## src/rtl/fifo_pkg.sv

```systemverilog
// Shared sizing helpers for the parametrised FIFO family.
// Pure functions only; no logic, no latency, no flow control.
package fifo_pkg;

  function automatic int cnt_w(input int depth);
    return $clog2(depth) + 1;
  endfunction

  function automatic bit is_pow2(input int v);
    return (v >= 1) && ((v & (v - 1)) == 0);
  endfunction

endpackage

```

## src/rtl/fifo_mem.sv

```systemverilog
// DEPTH x DATA_W storage: one synchronous write port, one asynchronous read port.
// Write lands on the clock edge; read is combinational; no flow control of its own.
module fifo_mem #(
  parameter int DATA_W = 8,
  parameter int DEPTH  = 16,
  localparam int AW    = $clog2(DEPTH)
) (
  input  logic              clk,
  input  logic              wr_en,
  input  logic [AW-1:0]     wr_addr,
  input  logic [DATA_W-1:0] wr_data,
  input  logic [AW-1:0]     rd_addr,
  output logic [DATA_W-1:0] rd_data
);

  logic [DATA_W-1:0] mem_q [DEPTH];

  always_ff @(posedge clk) begin
    if (wr_en) mem_q[wr_addr] <= wr_data;
  end

  assign rd_data = mem_q[rd_addr];

endmodule

```

## src/rtl/sync_fifo_param.sv

```systemverilog
// Single-clock FIFO with occupancy, thresholds, sticky errors and optional FWFT read.
// Read latency 1 cycle (0 in FWFT); writes refused while full, reads refused while empty.
module sync_fifo_param
  import fifo_pkg::*;
#(
  parameter int DATA_W    = 8,
  parameter int DEPTH     = 16,
  parameter int AFULL_TH  = DEPTH - 2,
  parameter int AEMPTY_TH = 2,
  parameter int FWFT      = 0
) (
  input  logic                      clk,
  input  logic                      rst_n,
  input  logic                      write_valid,
  input  logic [DATA_W-1:0]         write_data,
  output logic                      write_success,
  output logic                      write_full,
  input  logic                      read_valid,
  output logic [DATA_W-1:0]         read_data,
  output logic                      read_success,
  output logic                      read_empty,
  output logic                      almost_full,
  output logic                      almost_empty,
  output logic [cnt_w(DEPTH)-1:0]   count,
  output logic                      overflow,
  output logic                      underflow,
  input  logic                      clr_err
);

  localparam int AW = $clog2(DEPTH);
  localparam int CW = cnt_w(DEPTH);
  localparam logic [CW-1:0] DEPTH_C  = CW'(DEPTH);
  localparam logic [CW-1:0] AFULL_C  = CW'(AFULL_TH);
  localparam logic [CW-1:0] AEMPTY_C = CW'(AEMPTY_TH);

  if (!is_pow2(DEPTH) || DEPTH < 2) begin : g_bad_depth
    $error("sync_fifo_param: DEPTH must be a power of 2 and >= 2");
  end
  if (AFULL_TH < 1 || AFULL_TH > DEPTH) begin : g_bad_afull
    $error("sync_fifo_param: AFULL_TH out of range 1..DEPTH");
  end
  if (AEMPTY_TH < 0 || AEMPTY_TH > DEPTH - 1) begin : g_bad_aempty
    $error("sync_fifo_param: AEMPTY_TH out of range 0..DEPTH-1");
  end

  logic [AW-1:0]     wr_ptr_q, wr_ptr_d;
  logic [AW-1:0]     rd_ptr_q, rd_ptr_d;
  logic [CW-1:0]     count_q, count_d;
  logic [DATA_W-1:0] rdata_q, rdata_d;
  logic              ws_q, ws_d, rs_q, rs_d;
  logic              ov_q, ov_d, un_q, un_d;
  logic              wr_acc, rd_acc;
  logic [DATA_W-1:0] mem_rdata;

  // Flags come straight from the registered count so acceptance never sees same-cycle traffic.
  assign write_full   = (count_q == DEPTH_C);
  assign read_empty   = (count_q == '0);
  assign almost_full  = (count_q >= AFULL_C);
  assign almost_empty = (count_q <= AEMPTY_C);

  always_comb begin
    wr_acc   = write_valid && !write_full;
    rd_acc   = read_valid && !read_empty;
    wr_ptr_d = wr_ptr_q;
    rd_ptr_d = rd_ptr_q;
    count_d  = count_q;
    rdata_d  = rdata_q;
    if (wr_acc) wr_ptr_d = wr_ptr_q + 1'b1;
    if (rd_acc) begin
      rd_ptr_d = rd_ptr_q + 1'b1;
      rdata_d  = mem_rdata;
    end
    case ({wr_acc, rd_acc})
      2'b10:   count_d = count_q + 1'b1;
      2'b01:   count_d = count_q - 1'b1;
      default: count_d = count_q;
    endcase
    ws_d = wr_acc;
    rs_d = rd_acc;
    // A new error in the clearing cycle takes priority over clr_err.
    ov_d = (write_valid && write_full) || (ov_q && !clr_err);
    un_d = (read_valid && read_empty) || (un_q && !clr_err);
  end

  always_ff @(posedge clk) begin
    if (!rst_n) begin
      wr_ptr_q <= '0;
      rd_ptr_q <= '0;
      count_q  <= '0;
      rdata_q  <= '0;
      ws_q     <= 1'b0;
      rs_q     <= 1'b0;
      ov_q     <= 1'b0;
      un_q     <= 1'b0;
    end else begin
      wr_ptr_q <= wr_ptr_d;
      rd_ptr_q <= rd_ptr_d;
      count_q  <= count_d;
      rdata_q  <= rdata_d;
      ws_q     <= ws_d;
      rs_q     <= rs_d;
      ov_q     <= ov_d;
      un_q     <= un_d;
    end
  end

  fifo_mem #(
    .DATA_W (DATA_W),
    .DEPTH  (DEPTH)
  ) u_mem (
    .clk     (clk),
    .wr_en   (wr_acc),
    .wr_addr (wr_ptr_q),
    .wr_data (write_data),
    .rd_addr (rd_ptr_q),
    .rd_data (mem_rdata)
  );

  assign read_data     = (FWFT != 0) ? mem_rdata : rdata_q;
  assign write_success = ws_q;
  assign read_success  = rs_q;
  assign count         = count_q;
  assign overflow      = ov_q;
  assign underflow     = un_q;

endmodule

```

## config.mk

```make
export PLATFORM = sky130hd
export DESIGN_NAME = sync_fifo_param
export DESIGN_NICKNAME = d
export VERILOG_FILES = /design/src/rtl/fifo_pkg.sv /design/src/rtl/fifo_mem.sv /design/src/rtl/sync_fifo_param.sv
export SDC_FILE = /design/constraint.sdc
export NUM_CORES = 1
export LEC_CHECK = 0
export CAP_MARGIN = 20
export CORE_ASPECT_RATIO = 0.6
export CORE_MARGIN = 2
export CORE_UTILIZATION = 59
export CTS_BUF_LIST = sky130_fd_sc_hd__clkbuf_16
export DETAILED_ROUTE_END_ITERATION = 16
export MAX_ROUTING_LAYER = met4
export PLACE_DENSITY = 0.81
export RECOVER_POWER = 25
export SLEW_MARGIN = 0
export SYNTH_ARGS = -nofsm -noshare
export SYNTH_HDL_FRONTEND = slang
export SYNTH_SLANG_ARGS = --single-unit
```

## constraint.sdc

```tcl
create_clock -name clk -period 3.63 [get_ports clk]
set_input_delay 0.5445 -clock clk [delete_from_list [all_inputs] [get_ports clk]]
set_output_delay 0.5445 -clock clk [all_outputs]
set_load 0.01 [all_outputs]
```

Yosys cells after proc, flatten, opt, wreduce, memory -nomap -nowiden. Memories as Yosys holds them, arrays and structs flattened. A register that Yosys moved wholly into a read port is not among the register bits. Cells that the tools add are included.

Flip-flop bits (word level): 17. Bits in writable memories: 128. Output and inout port bits: 21. Word-level logic and storage cells: 34. Memories kept: 1.

Memories: u_mem.mem_q (words 16, bits a word 8, rd ports 1, clocked after memory_dff 1, wr ports 1, RTL line fifo_mem.sv:16) `logic [DATA_W-1:0] mem_q [DEPTH];`.

Add/sub/neg operators: 4. $lt $le $gt $ge: 2. Equality and inequality tests: 3. Multiplexer cells: 3. Reduce and logical (&&, ||, !) cells: 14.

Operators with widths (count): one-hot mux 5 bit (2 select lines) (1); adder 4 x 1 -> 4 bit (second input constant) (2); logical AND 1 bit (6); adder 5 x 1 -> 5 bit (second input constant) (1); == test 5 bit (second input constant) (1); greater-or-equal comparator 5 x 4 -> 1 bit (second input constant) (1); <= comparator 5 x 2 -> 1 bit (second input constant) (1); zero test 5 bit (1); subtractor 5 x 1 -> 5 bit (second input constant) (1); zero test 1 bit (4); == test 2 x 1 -> 1 bit (second input constant) (1); == test 2 bit (second input constant) (1); logical OR 1 bit (2); 2-to-1 mux 1 bit (2); nonzero test 2 bit (1).

Longest topological paths before layout.
Depth after elaboration: 5. Mapped depth: 14. Mapped depth without buffers: 11.

Modules after synthesis. A second synthesis with hierarchy kept.

Cells, all modules: 337. Area total of the unflattened synthesis: 6129.6 um^2.

Modules (own cells, without submodules): fifo_mem (instances 1, cells each 221, area an instance 4987.3 um^2); sync_fifo_param (instances 1, cells each 116, area an instance 1142.3 um^2).

Worst setup path after synthesis. Ideal clock, no wire load.

Kind: register -> register. Start point: register count_q[1] (netlist: count[1]). End point: register count_q[4] (netlist: count[4]). Setup time: 72 ps. Arrival: 2657 ps. Required time: 3558 ps. Setup slack: 901 ps. Cell stages (with the launch flop): 15. Clock period less this slack: 2729 ps. Cells stage by stage: dfxtp_1 -> buf_6 -> nor4_4 -> a21boi_2 -> buf_6 -> buf_8 -> ha_1 -> buf_2 -> xor2_1 -> ha_1 -> a21oi_1 -> nand2b_1 -> a21o_1 -> a21oi_1 -> mux2i_1.

Cells in the longest elaborated chain, start to end: 5. Elaborated cells on any way between the ends: 12. Those cells by class: 2 x add/sub; 3 x eq/ne; 1 x mux; 6 x reduce/logical.

RTL lines: from (decl) (RTL line sync_fifo_param.sv:48) `logic [CW-1:0] count_q, count_d;`; from (signal assigned) (RTL line sync_fifo_param.sv:98) `count_q <= count_d;`; zero test 5 bit * (RTL line sync_fifo_param.sv:57) `assign read_empty = (count_q == '0);`; zero test 1 bit * (RTL line sync_fifo_param.sv:63) `rd_acc = read_valid && !read_empty;`; logical AND 1 bit * (RTL line sync_fifo_param.sv:63); net rd_acc (RTL line sync_fifo_param.sv:52) `logic wr_acc, rd_acc;`; == test 2 x 1 -> 1 bit / == test 2 bit (equally long branches) (RTL line sync_fifo_param.sv:73) `case ({wr_acc, rd_acc})`; one-hot mux 5 bit (2 select lines) / nonzero test 2 bit (equally long branches).

Mark *: on every way through the listed nets, which the timed path passes. The rest lies on a longest branch. A chain may end at the register's enable or synchronous reset.

Worst setup path in the final report.
Start point: register count_q[1] (netlist: count[1]). End point: register count_q[4] (netlist: count[4]).

Cells in the longest elaborated chain, start to end: 5. Elaborated cells on any way between the ends: 12. Those cells by class: 2 x add/sub; 3 x eq/ne; 1 x mux; 6 x reduce/logical.

RTL lines (RTL line): == test 5 bit / zero test 5 bit (equally long branches) (sync_fifo_param.sv:56, sync_fifo_param.sv:57); zero test 1 bit, on equally long branches (sync_fifo_param.sv:62, sync_fifo_param.sv:63); logical AND 1 bit, on equally long branches (sync_fifo_param.sv:62, sync_fifo_param.sv:63); == test 2 x 1 -> 1 bit / == test 2 bit (equally long branches) (sync_fifo_param.sv:73); one-hot mux 5 bit (2 select lines) / nonzero test 2 bit (equally long branches).

Parallel ways exist; a longest one is shown, timed or not.

==> impl_metrics.ini <==
[power]
power_leakage_nw = 2.31
ir_worst_vdd_v = 0.000417
p_comb_share_pct = 19.8
clockPowerShare_pct = 35.5
p_switching_w = 0.00127
p_per_area_nw_per_um2 = 666
switching_share_pct = 26.5
p_seq_share_pct = 44.8
p_total_w = 0.00480
internal_power_w = 0.00353

[setup_path]
path_class = flop to flop
end_kind = flop
critical_path.endpoint = count[4]
reg2reg_slack_ps = 840
r2r-start = count[1]
cp_max_fo = 10
cp-start-kind = flop
crit_arrival_ps = 3140
rr_worst_depth = 11
timing.rr.end = count[4]
worstPathRequired_ps = 3980
cp-startpoint = count[1]

[sta]
fmax_mhz = 359
fin_crit_ps = 2790
fin_worst_skew_ps = 10.3
finalMaxSlewViolations = 0
worst_pin_slew_ps = 895
slew_headroom_pct = 40.2
hold_viol_final = 0
rsz0062_at_grt = false
finalSetupTns_ps = 0
period_share_pct = 76.8
finalSetupViolCount = 0

[clock_network]
cts_sinks = 153
clk_pin_slew_ps = 60
ctsHoldBuffers = 0
cts_max_level = 4
postCtsSetupBuffers = 0
clockBufferDepth = 2
clock_latency_ps = 430
cts_buffers = 17
cts_tree = done
cts_root_buffer = clkbuf_16
cts_resized = 0

[worst_hold_path]
hp-start = underflow
hold_class = flop to flop

[finish]
seqCellArea_um2 = 4350
nFillCells = 678
areaGrowthSynthToFinish_pct = 15.7
multi_input_area_um2 = 1710
post-route-util_pct = 69.2
final_nets = 464
layout-drive-gt1-share_pct = 8.59
antenna_cells = 0

[yosys]
yosys_warnings = 0
synth.distinct_cells = 41
synth_seq_area_share_pct = 69.7
yosysTopAreaCellShare_pct = 61.7
netlist_area_um2 = 6230
async_flop_share_pct = 0
synth_edf_count = 128
avgSynthCellArea_um2 = 15.3
synth_most_common_cell = edfxtp_1
netlist_top_cells_area = edfxtp_1 62%, mux2i_1 11%, dfxtp_1 8.0%, o22ai_1 3.4%, ha_1 1.8%
syn_inst = 408
synth-seq-cells = 153
synth_ff_type = edfxtp_1
synth_area_leader_cell = edfxtp_1
ys_top_cells_by_count = 128 x edfxtp_1, 67 x mux2i_1, 34 x o22ai_1
syn_nets = 430

[placed_design]
place.port_buffers = 33
dp_hpwl_um = 8310
gp_congestion = 0.800

[die]
start_util_pct = 59.8
ios = 34
rows = 29
die_height_um = 83.6
core-area_um2 = 10400
dieWidth_um = 137
dieArea_um2 = 11400

[global_route]
grt.total_usage_pct = 25.4
gr-total-overflow = 0
grt_pass1_wl_um = 19900
grt_pass1_vias = 3497
antenna_found_initial = 0
grt_max_degree = 43

[status]
outcome = complete, no violations

[drt]
drtIter0Drc = 302
avgViaCountPerCell = 6.05
drc = 0
vias = 3588
wl_per_cell_um = 22.0
routed_wl_um = 13000
ant_nets = 0
first_pass_iters = 8

[run]
max_cap_violations = 0
-- area by class of cell --
cell class,count,share of cell area (%)
clock buffers,17,5.90
clock inverters,14,1.98
inverters,5,0.260
multi-input cells,226,23.7
flip-flops and latches,153,60.3
well taps,139,2.41
repair buffers,39,5.38
-- stage by stage --
| stage | setup WS, ps | hold slack, ps | area, um^2 | instances |
|---|---|---|---|---|
| global placement | 626 | 534 | 6640 | 562 |
| detailed placement | 535 | 528 | 6640 | 562 |
| global route | 587 | 580 | 7210 | 593 |
| floorplan | 901 | 552 | 6230 | 408 |
| CTS | 854 | 546 | 7210 | 593 |
| finish | 841 | 545 | 7210 | 593 |
-- worst max-delay path, cell delays in order, from the launching register on --
cell	delay, ps
dfxtp_1	580
nor4_4	130
a21boi_4	380
inv_1	120
ha_1	320
xor2_1	190
ha_1	210
a21oi_1	190
nand2b_1	80
a21o_1	180
a21oi_1	150
mux2i_1	190
-- metal layers --
metal	track usage (%)	up-vias	wire, um
met4	8.90	0	193
met1	36.3	1779	5920
met2	35.1	153	5890
met3	7.16	22	1030
li1	-	1634	-
met5	-	-	0
-- cell usage in the layout, fill, tap and decap left out, types with 8 or more instances in the layout --
cell,Yosys,final
and2_1,8,8
o22ai_1,34,34
nor4_1,8,8
edfxtp_1,128,128
inv_1,5,9
a21oi_1,12,12
ha_1,9,9
clkdlybuf4s50_1,0,28
nand2_1,11,11
dfxtp_1,25,24
mux2i_1,67,67
clkbuf_16,0,17
o21ai_0,10,10
nor2_1,15,15
-- flip-flops by register name, summed over array words and instances (netlist names) --
name	cells
read_success	1
u_mem.mem_q	128
rd_ptr_q	4
underflow	1
overflow	1
wr_ptr_q	4
write_success	1
count	5
read_data	8
-- worst min path at each step --
stage,endpoint,slack [ps],cells after the start
2_1_floorplan,count[4],550,2
3_3_place_gp,underflow,530,2
3_5_place_dp,read_data[6],530,2
4_1_cts,read_data[6],550,2
5_1_grt,read_data[2],580,2
6_report,underflow,540,2
-- power groups by stage --
stage / Sequential [W] / Combinational [W] / Clock, W
2_1_floorplan: 0.00217 / 0.000560 / 0
3_3_place_gp: 0.00217 / 0.000909 / 0
3_5_place_dp: 0.00218 / 0.000941 / 0
4_1_cts: 0.00215 / 0.000947 / 0.00171
5_1_grt: 0.00217 / 0.00102 / 0.00179
6_report: 0.00215 / 0.000950 / 0.00170
-- cells by family after synthesis --
kind of cell / Yosys count / synth area share [%]
xor gates and xnor gates: 9 / 1.26
DFF: 153 / 69.7
adders and majority gates: 9 / 1.81
AOI/OAI and AO/OA: 65 / 6.55
and+or+nand+nor: 76 / 7.09
buffers and inverters: 29 / 2.81
muxes: 67 / 10.8
No activity file was read; power rests on OpenSTA's default activity.
